`src/rtl/i2c_recovery_ctrl.sv`:
```
`default_nettype none
// +--------------------------------------------------------------------------+
// | i2c_recovery_ctrl: checks for a stuck I2C bus, paces and supervises the  |
// | bus recovery engine, retries, and owns the pad mux select.               |
// | Option: I2C_RECOVERY_AUTOSTART_EN runs one sequence after every reset.   |
// | Revision: 1.0                                                            |
// +--------------------------------------------------------------------------+
module i2c_recovery_ctrl #(
    parameter int CE_DIV        = 250,
    parameter int CHECK_TICKS   = 16,
    parameter int MAX_CLOCKS    = 9,
    parameter int RETRIES       = 3,
    parameter int HOLDOFF_TICKS = 64
) (
    input  logic                           clk,
    input  logic                           rst_n,
    input  logic                           req,
    input  logic                           sda,
    input  logic                           rec_scl,
    input  logic                           rec_sda,
    output logic                           ce,
    output logic                           start,
    output logic                           mux_sel,
    output logic                           busy,
    output logic                           done,
    output logic                           fail,
    output logic [$clog2(RETRIES+1)-1:0]   attempts
);

    localparam int c_pw   = (CE_DIV > 1) ? $clog2(CE_DIV) : 1;
    localparam int c_tmax = (CHECK_TICKS > HOLDOFF_TICKS) ? CHECK_TICKS : HOLDOFF_TICKS;
    localparam int c_tw   = $clog2(c_tmax + 1);
    localparam int c_ew   = $clog2(MAX_CLOCKS + 2);
    localparam int c_aw   = $clog2(RETRIES + 1);

    localparam logic [c_pw-1:0] c_ce_last    = c_pw'(CE_DIV - 1);
    localparam logic [c_tw-1:0] c_chk_last   = c_tw'(CHECK_TICKS - 1);
    localparam logic [c_tw-1:0] c_hold_last  = c_tw'(HOLDOFF_TICKS - 1);
    localparam logic [c_ew-1:0] c_edge_abort = c_ew'(MAX_CLOCKS + 1);
    localparam logic [c_aw-1:0] c_retries    = c_aw'(RETRIES);

    typedef enum logic [2:0] {
        S_IDLE    = 3'd0,
        S_CHECK   = 3'd1,
        S_RECOVER = 3'd2,
        S_HOLDOFF = 3'd3,
        S_DONE    = 3'd4,
        S_FAIL    = 3'd5
    } state_t;

    state_t          r_state;
    logic [c_pw-1:0] r_presc;
    logic [c_tw-1:0] r_tick;
    logic [c_ew-1:0] r_edge;
    logic            r_strobe;
    logic            r_scl_q;

    logic            w_req;
    logic            w_rise;
    logic            w_can_retry;
    logic [c_ew-1:0] w_edge_nxt;

`ifdef I2C_RECOVERY_AUTOSTART_EN
    logic r_autostart;
    assign w_req = req | r_autostart;
`else
    assign w_req = req;
`endif

    assign w_rise      = rec_scl & ~r_scl_q;
    assign w_can_retry = (attempts < c_retries);
    // Edge count saturates at the abort value so it cannot wrap after a strobe.
    assign w_edge_nxt  = (w_rise && (r_edge != c_edge_abort)) ? r_edge + 1'b1 : r_edge;

    always_ff @(posedge clk or negedge rst_n) begin
        if (!rst_n) begin
            r_state  <= S_IDLE;
            r_presc  <= '0;
            r_tick   <= '0;
            r_edge   <= '0;
            r_strobe <= 1'b0;
            r_scl_q  <= 1'b0;
            ce       <= 1'b0;
            start    <= 1'b0;
            mux_sel  <= 1'b0;
            busy     <= 1'b0;
            done     <= 1'b0;
            fail     <= 1'b0;
            attempts <= '0;
`ifdef I2C_RECOVERY_AUTOSTART_EN
            r_autostart <= 1'b1;
`endif
        end else begin
            r_scl_q <= rec_scl;
            start   <= 1'b0;
            ce      <= 1'b0;
`ifdef I2C_RECOVERY_AUTOSTART_EN
            r_autostart <= 1'b0;
`endif
            if (busy) begin
                if (r_presc == c_ce_last) begin
                    r_presc <= '0;
                    ce      <= 1'b1;
                end else begin
                    r_presc <= r_presc + 1'b1;
                end
            end

            // Every state change below restarts the prescaler and drops a coincident tick.
            case (r_state)
                S_IDLE: begin
                    if (w_req) begin
                        done     <= 1'b0;
                        fail     <= 1'b0;
                        attempts <= '0;
                        busy     <= 1'b1;
                        r_tick   <= '0;
                        r_presc  <= '0;
                        r_state  <= S_CHECK;
                    end
                end

                S_CHECK: begin
                    if (ce) begin
                        if (sda) begin
                            r_presc <= '0;
                            ce      <= 1'b0;
                            r_state <= S_DONE;
                        end else if (r_tick == c_chk_last) begin
                            r_presc <= '0;
                            ce      <= 1'b0;
                            if (w_can_retry) begin
                                start    <= 1'b1;
                                mux_sel  <= 1'b1;
                                r_edge   <= '0;
                                r_strobe <= 1'b0;
                                attempts <= attempts + 1'b1;
                                r_state  <= S_RECOVER;
                            end else begin
                                r_state <= S_FAIL;
                            end
                        end else begin
                            r_tick <= r_tick + 1'b1;
                        end
                    end
                end

                S_RECOVER: begin
                    r_edge <= w_edge_nxt;
                    if (rec_scl && !rec_sda) begin
                        r_strobe <= 1'b1;
                    end
                    if (r_strobe && rec_sda) begin
                        mux_sel <= 1'b0;
                        r_tick  <= '0;
                        r_presc <= '0;
                        ce      <= 1'b0;
                        r_state <= S_CHECK;
                    end else if (!r_strobe && (w_edge_nxt == c_edge_abort)) begin
                        mux_sel <= 1'b0;
                        r_tick  <= '0;
                        r_presc <= '0;
                        ce      <= 1'b0;
                        r_state <= S_HOLDOFF;
                    end
                end

                S_HOLDOFF: begin
                    if (ce) begin
                        if (r_tick == c_hold_last) begin
                            r_tick  <= '0;
                            r_presc <= '0;
                            ce      <= 1'b0;
                            r_state <= (attempts == c_retries) ? S_FAIL : S_CHECK;
                        end else begin
                            r_tick <= r_tick + 1'b1;
                        end
                    end
                end

                S_DONE: begin
                    done    <= 1'b1;
                    busy    <= 1'b0;
                    r_presc <= '0;
                    ce      <= 1'b0;
                    r_state <= S_IDLE;
                end

                S_FAIL: begin
                    fail    <= 1'b1;
                    busy    <= 1'b0;
                    mux_sel <= 1'b0;
                    r_presc <= '0;
                    ce      <= 1'b0;
                    r_state <= S_IDLE;
                end

                default: begin
                    r_state <= S_IDLE;
                end
            endcase
        end
    end

endmodule
`default_nettype wire

```
`config.mk`:
```
export PLATFORM = sky130hd
export DESIGN_NAME = i2c_recovery_ctrl
export DESIGN_NICKNAME = d
export VERILOG_FILES = /design/src/rtl/i2c_recovery_ctrl.sv
export SDC_FILE = /design/constraint.sdc
export NUM_CORES = 1
export LEC_CHECK = 0
export ABC_AREA = 1
export CAP_MARGIN = 20
export CORE_MARGIN = 5
export CORE_UTILIZATION = 35
export DETAILED_ROUTE_END_ITERATION = 16
export GPL_TIMING_DRIVEN = 0
export PLACE_DENSITY = 0.55
export SLEW_MARGIN = 20
export SYNTH_ARGS = -nofsm -noshare
export SYNTH_HDL_FRONTEND = slang
export SYNTH_SLANG_ARGS = --single-unit
```
`constraint.sdc`:
```
create_clock -name clk -period 1.9 [get_ports clk]
set_input_delay 0.475 -clock clk [delete_from_list [all_inputs] [get_ports clk]]
set_output_delay 0.475 -clock clk [all_outputs]
set_load 0.01 [all_outputs]
```
; ---- Word level (Yosys, flattened, before mapping)
; Cells that the tools add are included.
[word_totals]
output_inout_bits = 8
register_bits = 32
[op_classes]
order_cmp = 1
bitwise = 2
n_mux = 76
reduce_logical = 24
addsub = 4
eq_ne = 22
[ops]
columns = op, count
row1 = two-way mux 8 bit, 10
row2 = two-way mux 7 bit, 8
row3 = one-hot mux 8 bit (5 select lines), 1
row4 = two-way mux 3 bit, 10
row5 = one-hot mux 7 bit (4 select lines), 1
row6 = two-way mux 1 bit, 27
row7 = AND reduction 6 bit, 4
row8 = two-way mux 4 bit, 5
row9 = != test 2 bit (second input constant), 9
row10 = one-hot mux 3 bit (4 select lines), 1
row11 = two-way mux 2 bit, 5
row12 = nonzero test 2 bit, 5
row13 = adder 8 x 1 -> 8 bit (second input constant), 1
row14 = == test 8 bit (second input constant), 1
row15 = one-hot mux 1 bit (2 select lines), 4
row16 = one-hot mux 4 bit (2 select lines), 1
row17 = adder 7 x 1 -> 7 bit (second input constant), 1
row18 = == test 7 x 4 -> 1 bit (second input constant), 1
row19 = == test 7 x 6 -> 1 bit (second input constant), 1
row20 = AND reduction 7 bit, 1
row21 = == test 3 x 2 -> 1 bit (second input constant), 2
row22 = == test 3 bit (second input constant), 2
row23 = != test 3 bit (second input constant), 2
row24 = AND reduction 2 bit, 3
row25 = other kinds (19), 23

; ---- Longest topological paths before layout
[depth]
depth_word = 9
ltp_mapped = 14
depth_no_buf = 13

; ---- Worst setup path after synthesis
; OpenSTA, ideal clock, no wires.
[synth_timing]
kind = register -> register
from = register r_edge[0]
to = register r_tick[4]
t_arrival_ns = 1.557
setup_time_ns = 0.123
n_path_buf = 1
setup_slack_ns = 0.220
path_stages_with_launch = 15
cell_sequence = dfrtp_1 > inv_1 > ha_1 > nand3_2 > nand2_4 > inv_2 > nand2_1 > nand2_1 > nor2_1 > nand2_1 > nand2_2 > nand3_4 > buf_6 > nand2_2 > o21ai_2
[synth_via]
elab_chain_cells = 7
elab_cells_between_ends = 8
cone_classes = add/sub (1) / eq/ne (3) / mux (1) / reduce/logical (3)
[synth_lines]
columns = element, line_no
row1 = start: declaration, 54  ; logic [c_ew-1:0] r_edge;
row2 = start signal: assignment, 149  ; r_edge <= w_edge_nxt;
row3 = branches (longest 2 deep; another with adder 4 x 1 -> 4 bit), --
row4 = two-way mux 4 bit *, 73  ; assign w_edge_nxt = (w_rise && (r_edge != c_edge_abort)) ? r_edge + 1'b1 : r_edge;
row5 = == test 4 bit *, 159  ; end else if (!r_strobe && (w_edge_nxt == c_edge_abort)) begin
row6 = logical AND 1 bit *, 159
row7 = != test 3 bit (no line) *, --
row8 = AND reduction 7 bit (no line) *, --
row9 = end signal: assignment, 143  ; r_tick <= r_tick + 1'b1;
row10 = end signal: assignment, 176  ; r_tick <= r_tick + 1'b1;
row11 = end: declaration, 53  ; logic [c_tw-1:0] r_tick;
; Every way passes the cells marked *.
; A chain may end at the register's enable or synchronous reset.

; ---- Final worst setup path
[layout_timing]
from = register r_edge[0]
to = register r_presc[6]
[layout_via]
elab_chain_cells = 8
elab_cells_between_ends = 9
cone_classes = add/sub (1) / eq/ne (2) / mux (4) / reduce/logical (2)
[layout_lines]
columns = element, line_no
row1 = branches (longest 2 deep; another with adder 4 x 1 -> 4 bit), --
row2 = two-way mux 4 bit *, 73
row3 = == test 4 bit *, 159
row4 = logical AND 1 bit *, 159
row5 = two-way mux 8 bit *, 159
row6 = two-way mux 8 bit *, 153  ; if (r_strobe && rec_sda) begin
row7 = one-hot mux 8 bit (5 select lines) *, 110  ; case (r_state)
row8 = end signal: assignment, 105  ; r_presc <= r_presc + 1'b1;
row9 = end: declaration, 52  ; logic [c_pw-1:0] r_presc;
; Marked as above.

==> flow_summary.json <==
{
  "floorplan.die_area_um2": 7150,
  "worst_setup_path_end_kind": "flop",
  "number_of_global_route_vias_before_repair": 1545,
  "ys_async_sr_fraction": 1.000,
  "maxCapViolCount": 0,
  "grt_overflow_total": 0,
  "synth.avg_cell_area_um2": 7.782,
  "finalSetupViolCount": 0,
  "ys_types": 33,
  "crit_cells": 10,
  "clk_transition_reported_paths_ns": 0.08,
  "num_antenna_cells": 0,
  "reg2regPathDepth": 10,
  "synth.cells.most_frequent": "58 x sky130_fd_sc_hd__nand2_1, 32 x sky130_fd_sc_hd__dfrtp_1, 30 x sky130_fd_sc_hd__inv_1",
  "critPathCapture": "r_presc[6]",
  "cts.path.max_buffers": 2,
  "num_cts_buffers": 5,
  "cts_htree_levels": 2,
  "ir_worst_vdd_mv": 0.6812,
  "synth_top_area_frac": 0.4116,
  "path_max_fanout": 8,
  "tritoncts": "built",
  "worst_pin_slew_ns": 0.4788,
  "dieHeight_um": 84.56,
  "post-route-drc-count": 0,
  "report.final.hold_viol_count": 0,
  "fp.coreArea_um2": 5439,
  "clock_tree.root_cell": "sky130_fd_sc_hd__clkbuf_8",
  "dp_hpwl_mm": 3.040,
  "netlist_top_cells_area": "sky130_fd_sc_hd__dfrtp_1 41%, sky130_fd_sc_hd__nand2_1 11%, sky130_fd_sc_hd__inv_1 5.8%",
  "regToRegEndpoint": "r_presc[6]",
  "wl_met3_um": 179,
  "detail_route.wl_per_cell_um": 11.73,
  "gp_congestion": 0.7829,
  "sum_of_negative_setup_slack_ns": 0,
  "nFillCells": 547,
  "slew_headroom": 0.6783,
  "fmaxAchievable_mhz": 556.3,
  "first_iter_violations": 64,
  "yosysSeqAreaShare": 0.4116,
  "path_cells": "buf_6, ha_2, xnor2_2, o21ai_2, nor2_1, nand2_1, nand2_4, nand4_4, nor2_4, nor2_1",
  "worstPathRequired_ns": 2.06,
  "arrival_ns": 1.96,
  "maximum_number_of_pins_on_one_net_before_global_route_repair": 20,
  "cp_launch_type": "flop",
  "setup.worst_path.start": "r_edge[0]",
  "min_period_over_period": 0.9461,
  "grt_first_pass_wirelength_mm": 7.182,
  "port_buffers": 13,
  "r2r_slack_ns": 0.10,
  "pwr_cell_area_nw_per_um2": 1446,
  "ant_nets": 0,
  "timing.rr.start": "r_edge[0]",
  "max_stage_delay_ns": 0.41,
  "detailroute.via_count": 1682,
  "critical_path_buf_inv_count": 1,
  "m1WireLength_mm": 2.067,
  "worstSetupPathType": "flop to flop",
  "path_common_cell": "sky130_fd_sc_hd__nor2_1",
  "gr_util_all_layers": 0.1237,
  "synth_warnings": 0,
  "firstDrtPassIters": 4,
  "synthesis.instances": 250,
  "yosysMostFrequentCell": "sky130_fd_sc_hd__nand2_1",
  "area_growth_syn_to_layout_pct": 27.52,
  "met2WireLength_mm": 1.858,
  "layout_cell_share_with_drive_strength_beyond_1": 0.2580,
  "worstSkewPairLatency_ns": 0.29,
  "stdcell_count": 355,
  "initial_core_util": 0.3577,
  "timing.final.crit_period_ns": 1.798,
  "postSynthNetCount": 262,
  "floorplan.die.width_um": 84.56,
  "antenna_violations_before_repair": 0,
  "finalNetCount": 294,
  "timing_max_transition_violations_final": 0,
  "io_pins": 14,
  "totalWireLength_mm": 4.165,
  "rsz0062_at_grt": "no",
  "timing.clock.skew_ns": 0.009431,
  "timing.hold.worst.class": "primary input to async pin",
  "critPathSlowestCell": "sky130_fd_sc_hd__dfrtp_1",
  "yosys.area.top_type": "sky130_fd_sc_hd__dfrtp_1",
  "cpLargestDelayFamily": "simple AND/OR/NAND/NOR gates",
  "synthFlopType": "sky130_fd_sc_hd__dfrtp_1",
  "synth_edf_count": 0,
  "outcome": "complete, no violations",
  "row_count": 27,
  "holdBufCountCts": 0,
  "clock_sink_total": 32,
  "power.leakage_uw": 0.001153,
  "syn_area_um2": 1946,
  "yosys_reg_bits": 32,
  "highest_layer": "met4",
  "route.detailed.vias_per_inst": 4.738,
  "numPlacedInstances": 336
}
## final cells by class
cell class,count,area [um^2],area share
plain buffers,3,35.03,0.01412
clock buffers,5,68.82,0.02774
clock inverters,3,42.54,0.01715
inverters,36,135.1,0.05446
multi-input cells,179,1069,0.4307
flip-flops and latches,32,803.3,0.3238
well taps,72,90.09,0.03631
repair buffers,25,237.7,0.09581
## logic make-up after synthesis
| kind of cell | synth area share |
|---|---|
| AOI/OAI and AO/OA | 0.1312 |
| xor gates and xnor gates | 0.02701 |
| adders and majority gates | 0.03858 |
| buffers and inverters | 0.08296 |
| DFF | 0.4116 |
| and+or+nand+nor | 0.3087 |
## state kept, by name, summed over array words and instances, names as in the netlist
signal and count:
r_edge 4, r_state 3, r_presc 8, r_tick 7, start 1, attempts 2, r_strobe 1, r_scl_q 1
fail 1, done 1, ce 1, busy 1, mux_sel 1
## where the power goes
part           internal [uW]  total, uW  switching [uW]
Clock                    388        654             266
Combinational            820       1890            1070
Sequential               863       1050             182
Total                   2070       3590            1520
## cells in the final DEF, fill, tap and decap left out, types with 2 or more instances in the layout
cell type and n:
sky130_fd_sc_hd__nand2_1 55, sky130_fd_sc_hd__dfrtp_1 30, sky130_fd_sc_hd__inv_1 28, sky130_fd_sc_hd__nor2_1 23, sky130_fd_sc_hd__nand3_1 14, sky130_fd_sc_hd__o21ai_0 13
sky130_fd_sc_hd__buf_4 12, sky130_fd_sc_hd__clkdlybuf4s50_1 11, sky130_fd_sc_hd__nand2_2 10, sky130_fd_sc_hd__inv_2 8, sky130_fd_sc_hd__o21ai_2 8, sky130_fd_sc_hd__nor2_2 7
sky130_fd_sc_hd__nand4_1 5, sky130_fd_sc_hd__clkbuf_8 5, sky130_fd_sc_hd__a21oi_1 4, sky130_fd_sc_hd__o21ai_1 4, sky130_fd_sc_hd__xor2_1 3, sky130_fd_sc_hd__o22ai_1 3
sky130_fd_sc_hd__ha_1 3, sky130_fd_sc_hd__nand3_4 2, sky130_fd_sc_hd__nor2_4 2, sky130_fd_sc_hd__nand2_4 2, sky130_fd_sc_hd__nand3_2 2, sky130_fd_sc_hd__nand3b_1 2
sky130_fd_sc_hd__nor3_1 2, sky130_fd_sc_hd__xnor2_1 2, sky130_fd_sc_hd__o211ai_1 2, sky130_fd_sc_hd__ha_4 2, sky130_fd_sc_hd__dfrtp_2 2
## metal layers
metal  vias to the layer above  GRT usage
li1                        874          -
met1                       772     0.1690
met2                        30     0.1872
met3                         6    0.03729
met4                         0    0.03885
met5                         -          0
## what timing repair did
action,in CTS,in global routing
setup endpoints to repair,18,22
resized for setup,10,16
cloned,0,0
pin swaps,9,16
setup buffers,4,8
## stage by stage
stage / total power, uW / hold WS, ns / util / cell area (um^2) / worst slack [ns]
after detailed placement: 2597 / 0.4206 / 0.4023 / 2188 / -0.4292
after global routing: 3902 / 0.1200 / 0.4562 / 2481 / 0.006522
after global placement: 2575 / 0.4689 / 0.3982 / 2166 / -0.4327
after CTS: 3376 / 0.1071 / 0.4336 / 2359 / 0.008741
final: 3587 / 0.09434 / 0.4562 / 2481 / 0.1024
after floorplan: 2197 / 0.1794 / - / 1946 / 0.2197
## how the worst min path moves through the flow
stage                  from          end  depth (start not counted)
CTS                   rst_n  attempts[1]                          1
global placement    mux_sel      mux_sel                          2
finish                rst_n    r_tick[2]                          1
detailed placement    rst_n    r_tick[1]                          1
floorplan             rst_n  attempts[0]                          0
global route          rst_n    r_tick[3]                          1
No activity file was read; power rests on OpenSTA's default activity.
